===== config.mk =====
export PLATFORM = sky130hd
export DESIGN_NAME = leak_det_filter_flat
export DESIGN_NICKNAME = d
export VERILOG_FILES = /design/src/rtl/leak_det_filter_if.sv /design/src/rtl/leak_det_filter.sv /design/src/flat_wrapper.sv
export SDC_FILE = /design/constraint.sdc
export NUM_CORES = 1
export LEC_CHECK = 0
export CORE_UTILIZATION = 55
export DETAILED_ROUTE_END_ITERATION = 8
export PLACE_DENSITY = 0.78
export SETUP_SLACK_MARGIN = 0.2
export SLEW_MARGIN = 20
export SYNTH_ARGS = -nofsm -noshare
export SYNTH_HDL_FRONTEND = slang
export SYNTH_SLANG_ARGS = --single-unit

===== constraint.sdc =====
create_clock -name iClk -period 6.9 [get_ports iClk]
set_input_delay 1.38 -clock iClk [delete_from_list [all_inputs] [get_ports iClk]]
set_output_delay 1.38 -clock iClk [all_outputs]
set_load 0.02 [all_outputs]

===== src/rtl/leak_det_filter_if.sv =====
// Leak detector filter signal bundle: sensor/tick/latch inputs and filtered outputs.
interface leak_det_filter_if;
    logic       iTick_1ms;
    logic       iLarge_Leak_Raw_N;
    logic       iSmall_Leak_Raw_N;
    logic       iLatch_En;
    logic       iLatch_Clear;
    logic       oLarge_Leak_Detect_N;
    logic       oSmall_Leak_Detect_N;
    logic       oLeak_Event;
    logic [7:0] oLarge_Evt_Cnt;
    logic [7:0] oSmall_Evt_Cnt;
    logic [1:0] oDBG_Large_FSM;
    logic [1:0] oDBG_Small_FSM;

    // Stimulus side: drives sensors, tick and latch controls
    modport master (
        output iTick_1ms, iLarge_Leak_Raw_N, iSmall_Leak_Raw_N, iLatch_En, iLatch_Clear,
        input  oLarge_Leak_Detect_N, oSmall_Leak_Detect_N, oLeak_Event,
               oLarge_Evt_Cnt, oSmall_Evt_Cnt, oDBG_Large_FSM, oDBG_Small_FSM
    );

    // Filter side
    modport slave (
        input  iTick_1ms, iLarge_Leak_Raw_N, iSmall_Leak_Raw_N, iLatch_En, iLatch_Clear,
        output oLarge_Leak_Detect_N, oSmall_Leak_Detect_N, oLeak_Event,
               oLarge_Evt_Cnt, oSmall_Evt_Cnt, oDBG_Large_FSM, oDBG_Small_FSM
    );
endinterface


===== src/rtl/leak_det_filter.sv =====
// Leak detector debounce filter: two identical channels (index 0 = large, 1 = small),
// each with a 2-flop synchronizer, a 16-bit ms-tick counter and a debounce FSM.
module leak_det_filter #(
    parameter int unsigned DEB_ASSERT_MS   = 20,
    parameter int unsigned DEB_DEASSERT_MS = 100
) (
    input logic               iClk,
    input logic               iRst,
    leak_det_filter_if.slave  bus
);

    typedef enum logic [1:0] {
        CLEAR = 2'd0,
        PEND  = 2'd1,
        LEAK  = 2'd2,
        RECOV = 2'd3
    } state_t;

    localparam logic [16:0] ASSERT_LIM   = 17'(DEB_ASSERT_MS);
    localparam logic [16:0] DEASSERT_LIM = 17'(DEB_DEASSERT_MS);

    logic [1:0]  sync1_q;
    logic [1:0]  s_n;
    state_t      state_q [2];
    state_t      state_d [2];
    logic [15:0] cnt_q   [2];
    logic [15:0] cnt_d   [2];
    logic [7:0]  evt_q   [2];
    logic [1:0]  det_n_q;
    logic        event_q;
    logic [1:0]  declare;

    // Per-channel next-state and counter logic; a level change on s_n wins over a tick
    always_comb begin
        state_d = state_q;
        cnt_d   = cnt_q;
        declare = '0;
        for (int unsigned i = 0; i < 2; i++) begin
            case (state_q[i])
                CLEAR: begin
                    if (!s_n[i]) begin
                        state_d[i] = PEND;
                        cnt_d[i]   = '0;
                    end
                end
                PEND: begin
                    if (s_n[i]) begin
                        state_d[i] = CLEAR;
                    end else if (bus.iTick_1ms) begin
                        if ({1'b0, cnt_q[i]} + 17'd1 == ASSERT_LIM) begin
                            state_d[i] = LEAK;
                            declare[i] = 1'b1;
                        end else begin
                            cnt_d[i] = cnt_q[i] + 16'd1;
                        end
                    end
                end
                LEAK: begin
                    if (bus.iLatch_En) begin
                        if (bus.iLatch_Clear && s_n[i]) begin
                            state_d[i] = CLEAR;
                        end
                    end else if (s_n[i]) begin
                        state_d[i] = RECOV;
                        cnt_d[i]   = '0;
                    end
                end
                RECOV: begin
                    if (!s_n[i]) begin
                        state_d[i] = LEAK;
                    end else if (bus.iTick_1ms) begin
                        if ({1'b0, cnt_q[i]} + 17'd1 == DEASSERT_LIM) begin
                            state_d[i] = CLEAR;
                        end else begin
                            cnt_d[i] = cnt_q[i] + 16'd1;
                        end
                    end
                end
                default: state_d[i] = CLEAR;
            endcase
        end
    end

    // Synchronizers, state, counters and registered outputs
    always_ff @(posedge iClk) begin
        if (iRst) begin
            sync1_q <= '1;
            s_n     <= '1;
            det_n_q <= '1;
            event_q <= 1'b0;
            for (int unsigned i = 0; i < 2; i++) begin
                state_q[i] <= CLEAR;
                cnt_q[i]   <= '0;
                evt_q[i]   <= '0;
            end
        end else begin
            sync1_q <= {bus.iSmall_Leak_Raw_N, bus.iLarge_Leak_Raw_N};
            s_n     <= sync1_q;
            event_q <= |declare;
            for (int unsigned i = 0; i < 2; i++) begin
                state_q[i] <= state_d[i];
                cnt_q[i]   <= cnt_d[i];
                // output follows the next state so it falls in the same update as PEND->LEAK
                det_n_q[i] <= !(state_d[i] == LEAK || state_d[i] == RECOV);
                if (declare[i] && evt_q[i] != 8'hFF) begin
                    evt_q[i] <= evt_q[i] + 8'd1;
                end
            end
        end
    end

    assign bus.oLarge_Leak_Detect_N = det_n_q[0];
    assign bus.oSmall_Leak_Detect_N = det_n_q[1];
    assign bus.oLeak_Event          = event_q;
    assign bus.oLarge_Evt_Cnt       = evt_q[0];
    assign bus.oSmall_Evt_Cnt       = evt_q[1];
    assign bus.oDBG_Large_FSM       = state_q[0];
    assign bus.oDBG_Small_FSM       = state_q[1];

endmodule


===== src/flat_wrapper.sv =====
// flat-port wrapper written by rule: the top's interface ports become plain ports
module leak_det_filter_flat 
#(
    parameter int unsigned DEB_ASSERT_MS   = 20,
    parameter int unsigned DEB_DEASSERT_MS = 100
)
  (iClk, iRst, bus_iTick_1ms, bus_iLarge_Leak_Raw_N, bus_iSmall_Leak_Raw_N, bus_iLatch_En, bus_iLatch_Clear, bus_oLarge_Leak_Detect_N, bus_oSmall_Leak_Detect_N, bus_oLeak_Event, bus_oLarge_Evt_Cnt, bus_oSmall_Evt_Cnt, bus_oDBG_Large_FSM, bus_oDBG_Small_FSM);
  leak_det_filter_if bus_i ();
  input logic iClk;
  input logic iRst;
  input wire logic [$bits(bus_i.iTick_1ms)-1:0] bus_iTick_1ms;
  input wire logic [$bits(bus_i.iLarge_Leak_Raw_N)-1:0] bus_iLarge_Leak_Raw_N;
  input wire logic [$bits(bus_i.iSmall_Leak_Raw_N)-1:0] bus_iSmall_Leak_Raw_N;
  input wire logic [$bits(bus_i.iLatch_En)-1:0] bus_iLatch_En;
  input wire logic [$bits(bus_i.iLatch_Clear)-1:0] bus_iLatch_Clear;
  output wire logic [$bits(bus_i.oLarge_Leak_Detect_N)-1:0] bus_oLarge_Leak_Detect_N;
  output wire logic [$bits(bus_i.oSmall_Leak_Detect_N)-1:0] bus_oSmall_Leak_Detect_N;
  output wire logic [$bits(bus_i.oLeak_Event)-1:0] bus_oLeak_Event;
  output wire logic [$bits(bus_i.oLarge_Evt_Cnt)-1:0] bus_oLarge_Evt_Cnt;
  output wire logic [$bits(bus_i.oSmall_Evt_Cnt)-1:0] bus_oSmall_Evt_Cnt;
  output wire logic [$bits(bus_i.oDBG_Large_FSM)-1:0] bus_oDBG_Large_FSM;
  output wire logic [$bits(bus_i.oDBG_Small_FSM)-1:0] bus_oDBG_Small_FSM;
  assign bus_i.iTick_1ms = bus_iTick_1ms;
  assign bus_i.iLarge_Leak_Raw_N = bus_iLarge_Leak_Raw_N;
  assign bus_i.iSmall_Leak_Raw_N = bus_iSmall_Leak_Raw_N;
  assign bus_i.iLatch_En = bus_iLatch_En;
  assign bus_i.iLatch_Clear = bus_iLatch_Clear;
  assign bus_oLarge_Leak_Detect_N = bus_i.oLarge_Leak_Detect_N;
  assign bus_oSmall_Leak_Detect_N = bus_i.oSmall_Leak_Detect_N;
  assign bus_oLeak_Event = bus_i.oLeak_Event;
  assign bus_oLarge_Evt_Cnt = bus_i.oLarge_Evt_Cnt;
  assign bus_oSmall_Evt_Cnt = bus_i.oSmall_Evt_Cnt;
  assign bus_oDBG_Large_FSM = bus_i.oDBG_Large_FSM;
  assign bus_oDBG_Small_FSM = bus_i.oDBG_Small_FSM;
  leak_det_filter #(.DEB_ASSERT_MS(DEB_ASSERT_MS), .DEB_DEASSERT_MS(DEB_DEASSERT_MS)) u_core (.iClk(iClk), .iRst(iRst), .bus(bus_i));
endmodule

# ---- Word-level counts from Yosys, hierarchy flattened
# Memories as Yosys holds them, arrays and structs flattened.
# Cells that the tools add are included.
dict set report word_totals {
  reg_bits 43
  mem_bits_rw 16
  in_bits 7
  out_inout_bits 23
  elab_cells 124
  mem_count 1
}
# memory depth width read_ports rd_ports_with_merged_regs write_ports line_no
set mem_list {}
lappend mem_list {u_core.evt_q 2 8 2 0 2 leak_det_filter.sv:28} ;# logic [7:0] evt_q [2];
dict set report classes {
  n_addsub 6
  eq_ne 34
  n_mux 60
  bitwise 2
  reduce_logical 13
}
# cell n
set ops {}
lappend ops {{16-bit two-way mux} 18}
lappend ops {{16-bit one-hot mux with 4 select lines} 2}
lappend ops {{2-bit two-way mux} 20}
lappend ops {{16-bit by 1-bit adder with 17-bit output, second input constant} 2}
lappend ops {{17-bit by 5-bit == test with 1-bit output, second input constant} 2}
lappend ops {{17-bit by 7-bit == test with 1-bit output, second input constant} 2}
lappend ops {{16-bit by 1-bit adder with 16-bit output, second input constant} 2}
lappend ops {{2-bit inequality test, second input constant} 14}
lappend ops {{9-bit AND reduction} 2}
lappend ops {{8-bit by 1-bit adder with 8-bit output, second input constant} 2}
lappend ops {{2-bit == test, second input constant} 8}
lappend ops {{1-bit two-way mux} 16}
lappend ops {{8-bit two-way mux} 2}
lappend ops {{8-bit inequality test, second input constant} 2}
lappend ops {{2-bit one-hot mux with 4 select lines} 2}
lappend ops {{2-bit by 1-bit inequality test with 1-bit output, second input constant} 4}
lappend ops {{2-bit by 1-bit == test with 1-bit output, second input constant} 2}
lappend ops {{1-bit logical AND} 4}
lappend ops {{2-bit zero test} 2}
lappend ops {{1-bit zero test} 2}
lappend ops {{1-bit logical OR} 2}
lappend ops {{1-bit OR} 2}
lappend ops {{2-bit OR reduction} 1}

# ---- Depth between registers and ports, before layout
dict set report logic_depth {
  depth_word 11
  depth_mapped 10
  ltp_nobuf 8
}

# ---- Worst setup path after synthesis
# Ideal clock, no wire load.
dict set report synth_timing {
  kind {in2reg}
  from {in bus_iLatch_En}
  to {reg u_core.cnt_q[17] (netlist bit)}
  setup_time_ps 74
  t_arrival_ps 3140
  required_ps 6826
  setup_slack_ps 3685
  path_stages 7
  n_path_buf 1
  path_cell_list {inv_1 o21ai_0 a211oi_1 nand2_1 clkbuf_1 or4b_2 o21ai_0}
}
dict set report synth_via {
  elab_chain_cells 2
}
# item line_no
set synth_lines {}
lappend synth_lines {{from (decl)} flat_wrapper.sv:14} ;# input wire logic [$bits(bus_i.iLatch_En)-1:0] bus_iLatch_En;
lappend synth_lines {{2-bit inequality test (no line)} --}
lappend synth_lines {{9-bit AND reduction (no line)} --}
lappend synth_lines {{to (signal, indexed assignment)} leak_det_filter.sv:102} ;# cnt_q[i] <= cnt_d[i];
lappend synth_lines {{to (decl)} leak_det_filter.sv:26} ;# logic [15:0] cnt_q [2];
# Every way passes these cells.
# A chain may end at the register's enable or synchronous reset.

# ---- Worst setup path after layout
dict set report layout_timing {
  from {in bus_iLatch_En}
  to {reg u_core.cnt_q[29] (netlist bit)}
}
# Same word-level chain as after synthesis.

==> results.json <==
{
  "power.density_nw_per_um2": 169,
  "postCtsSetupBuffers": 0,
  "grt_first_pass_wirelength_um": 15200,
  "utilization": 0.645,
  "syn-num-nets": 489,
  "drv_slew": 0,
  "grt_max_degree": 51,
  "final_common_cell": "nand2_1",
  "fin_tns_setup_ps": 0,
  "first_pass_iters": 4,
  "vias": 3635,
  "busiest_layer": "met2",
  "portBuffers": 29,
  "avgSynthCellArea_um2": 8.17,
  "cp-end-kind": "flop",
  "max_slew.worst_pin.slew_ps": 1030,
  "grt_pass1_vias": 3313,
  "whs_ps": 419,
  "post-place-ws_ps": 2760,
  "clock-root-buffer": "clkbuf_8",
  "drc": 0,
  "crit_type": "in2reg",
  "grt_use_total": 0.256,
  "worst_slack_ps": 3040,
  "path_max_fanout": 16,
  "grt_use_met2": 0.394,
  "numCtsBuffers": 9,
  "hold_buffers": 0,
  "synth_seq_cells": 59,
  "finalHoldViolCount": 0,
  "final_cell_mix": "nand2_1 (47), dfxtp_1 (43), nor2_1 (40)",
  "die_w_um": 86.1,
  "drive_gt1_frac": 0.116,
  "routed_wl_um": 8980,
  "core_um2": 6790,
  "outcome": "complete, no violations",
  "required_ps": 7170,
  "fmaxAchievable_mhz": 259,
  "dp_hpwl_um": 6170,
  "overflow": 0,
  "area_delta_synth_final_pct": 12.8,
  "setup_viol": 0,
  "final.min_clock_period_ps": 3860,
  "rsz0062_at_grt": "no",
  "period_share": 0.560,
  "io_pins": 30,
  "routedWlPerCell_um": 15.3,
  "cts_resized": 0,
  "ir_worst_vdd_v": 0.000153,
  "cp.arrival_ps": 4140,
  "avgViaCountPerCell": 6.17,
  "antenna_cells": 0,
  "clkSinkCount": 59,
  "synth_cell_types": 64,
  "gp_congestion": 0.847,
  "seq_area_frac_synth": 0.345,
  "skew_ps": 9.04,
  "ys.flop_type": "dfxtp_1",
  "hold_class": "reg2reg",
  "syn_area_um2": 3890,
  "async_flop_share": 0,
  "antenna_found_initial": 0,
  "die_area_um2": 7410,
  "use_met1": 0.345,
  "globalRouteMet3Util": 0.0443,
  "cap_violations": 0,
  "cp-start-kind": "input pin",
  "insertion_delay_ps": 350,
  "final_nets": 501,
  "ys_warn_count": 0,
  "fillers": 583,
  "initial_core_util": 0.572,
  "num_rows": 30,
  "synth_edf_count": 16,
  "max_slew_margin": 0.315,
  "postRouteAntennaNets": 0,
  "p_leak_nw": 1.52,
  "drtIter0Drc": 241,
  "die_y_um": 86.1,
  "cts_buffer_depth": 2,
  "cts_tree": "built",
  "clkTransAtPathRegs_ps": 70,
  "syn_inst": 476,
  "htree_levels": 3
}
## cell families (layout without fill, tap and decap cells)
group	count (synthesis)	count (layout)	share of synthesized area
simple gates	242	242	0.355
compound gates	94	94	0.163
flops	59	59	0.345
buf+inv	46	63	0.0489
xor+xnor	19	19	0.0428
mux	10	10	0.0261
fa+ha+maj	6	6	0.0193
## area by class of cell
type / instances / area, um2 / area share
Multi-Input combinational cell: 371 / 2360 / 0.539
Sequential cell: 59 / 1340 / 0.306
Clock inverter: 7 / 77.6 / 0.0177
Inverter: 16 / 60.1 / 0.0137
Clock buffer: 9 / 124 / 0.0282
Timing Repair Buffer: 31 / 300 / 0.0685
Tap cell: 96 / 120 / 0.0274
## critical path, stage by stage
cell and delay (ps):
clkdlybuf4s50_1 450, inv_1 90, o21ai_0 110, a211oi_1 730, nand2_1 500, or4b_2 730, a21oi_1 150
## flip-flops by register name (all words and copies together) (netlist names)
signal / cells
u_core.sync1_q: 2
u_core.det_n_q: 2
u_core.bus.oLeak_Event: 1
u_core.evt_q: 16
u_core.cnt_q: 32
u_core.s_n: 2
u_core.bus.oDBG_Small_FSM: 2
u_core.bus.oDBG_Large_FSM: 2
## through the flow
| step | cells | power, mW | cell area (um2) |
|---|---|---|---|
| 2_1_floorplan | 476 | 0.406 | 3890 |
| 3_3_place_gp | 573 | 0.426 | 4180 |
| 3_5_place_dp | 573 | 0.427 | 4180 |
| 4_1_cts | 589 | 0.747 | 4390 |
| 5_1_grt | 589 | 0.766 | 4390 |
| 6_report | 589 | 0.743 | 4390 |
## report_power, final
group | internal (mW) | leakage, nW | switching, mW
registers | 0.361 | 0.499 | 0.00825
logic | 0.0206 | 0.935 | 0.0300
clock network | 0.168 | 0.0881 | 0.155
## cells in the mapped netlist (8+ instances only)
library cell | count | area share
nor3_1 | 18 | 0.023
mux2i_1 | 9 | 0.023
xnor2_1 | 8 | 0.018
clkbuf_1 | 19 | 0.018
nand2_1 | 47 | 0.045
nor3_2 | 10 | 0.026
inv_1 | 16 | 0.015
edfxtp_1 | 16 | 0.12
a21oi_1 | 20 | 0.026
nor2_1 | 40 | 0.039
buf_2 | 8 | 0.010
o21ai_0 | 19 | 0.024
nand3_1 | 39 | 0.050
nor4_1 | 10 | 0.016
and3_1 | 9 | 0.014
xor2_1 | 11 | 0.025
a22oi_1 | 9 | 0.017
dfxtp_1 | 43 | 0.22
or3_1 | 11 | 0.018
or2_2 | 11 | 0.018
## routing by layer
metal  wire length (um)  vias to the layer above  part of all wire
met5                  0                        -                 0
met4                198                        0             0.022
met3                430                       22             0.048
met2               4100                      117              0.46
met1               4260                     1714              0.47
li1                   -                     1782                 -
## path summary, 6_finish.rpt
kind | slack, ps | depth (start not counted) | from | end
min | 420 | 1 | u_core.sync1_q[0] | u_core.s_n[0]
max | 3040 | 7 | bus_iLatch_En | u_core.cnt_q[29]
min reg2reg | 420 | 1 | u_core.sync1_q[0] | u_core.s_n[0]
max reg2reg | 3370 | 7 | u_core.cnt_q[21] | u_core.evt_q[0][7]
(Power assumes the default switching activity.)
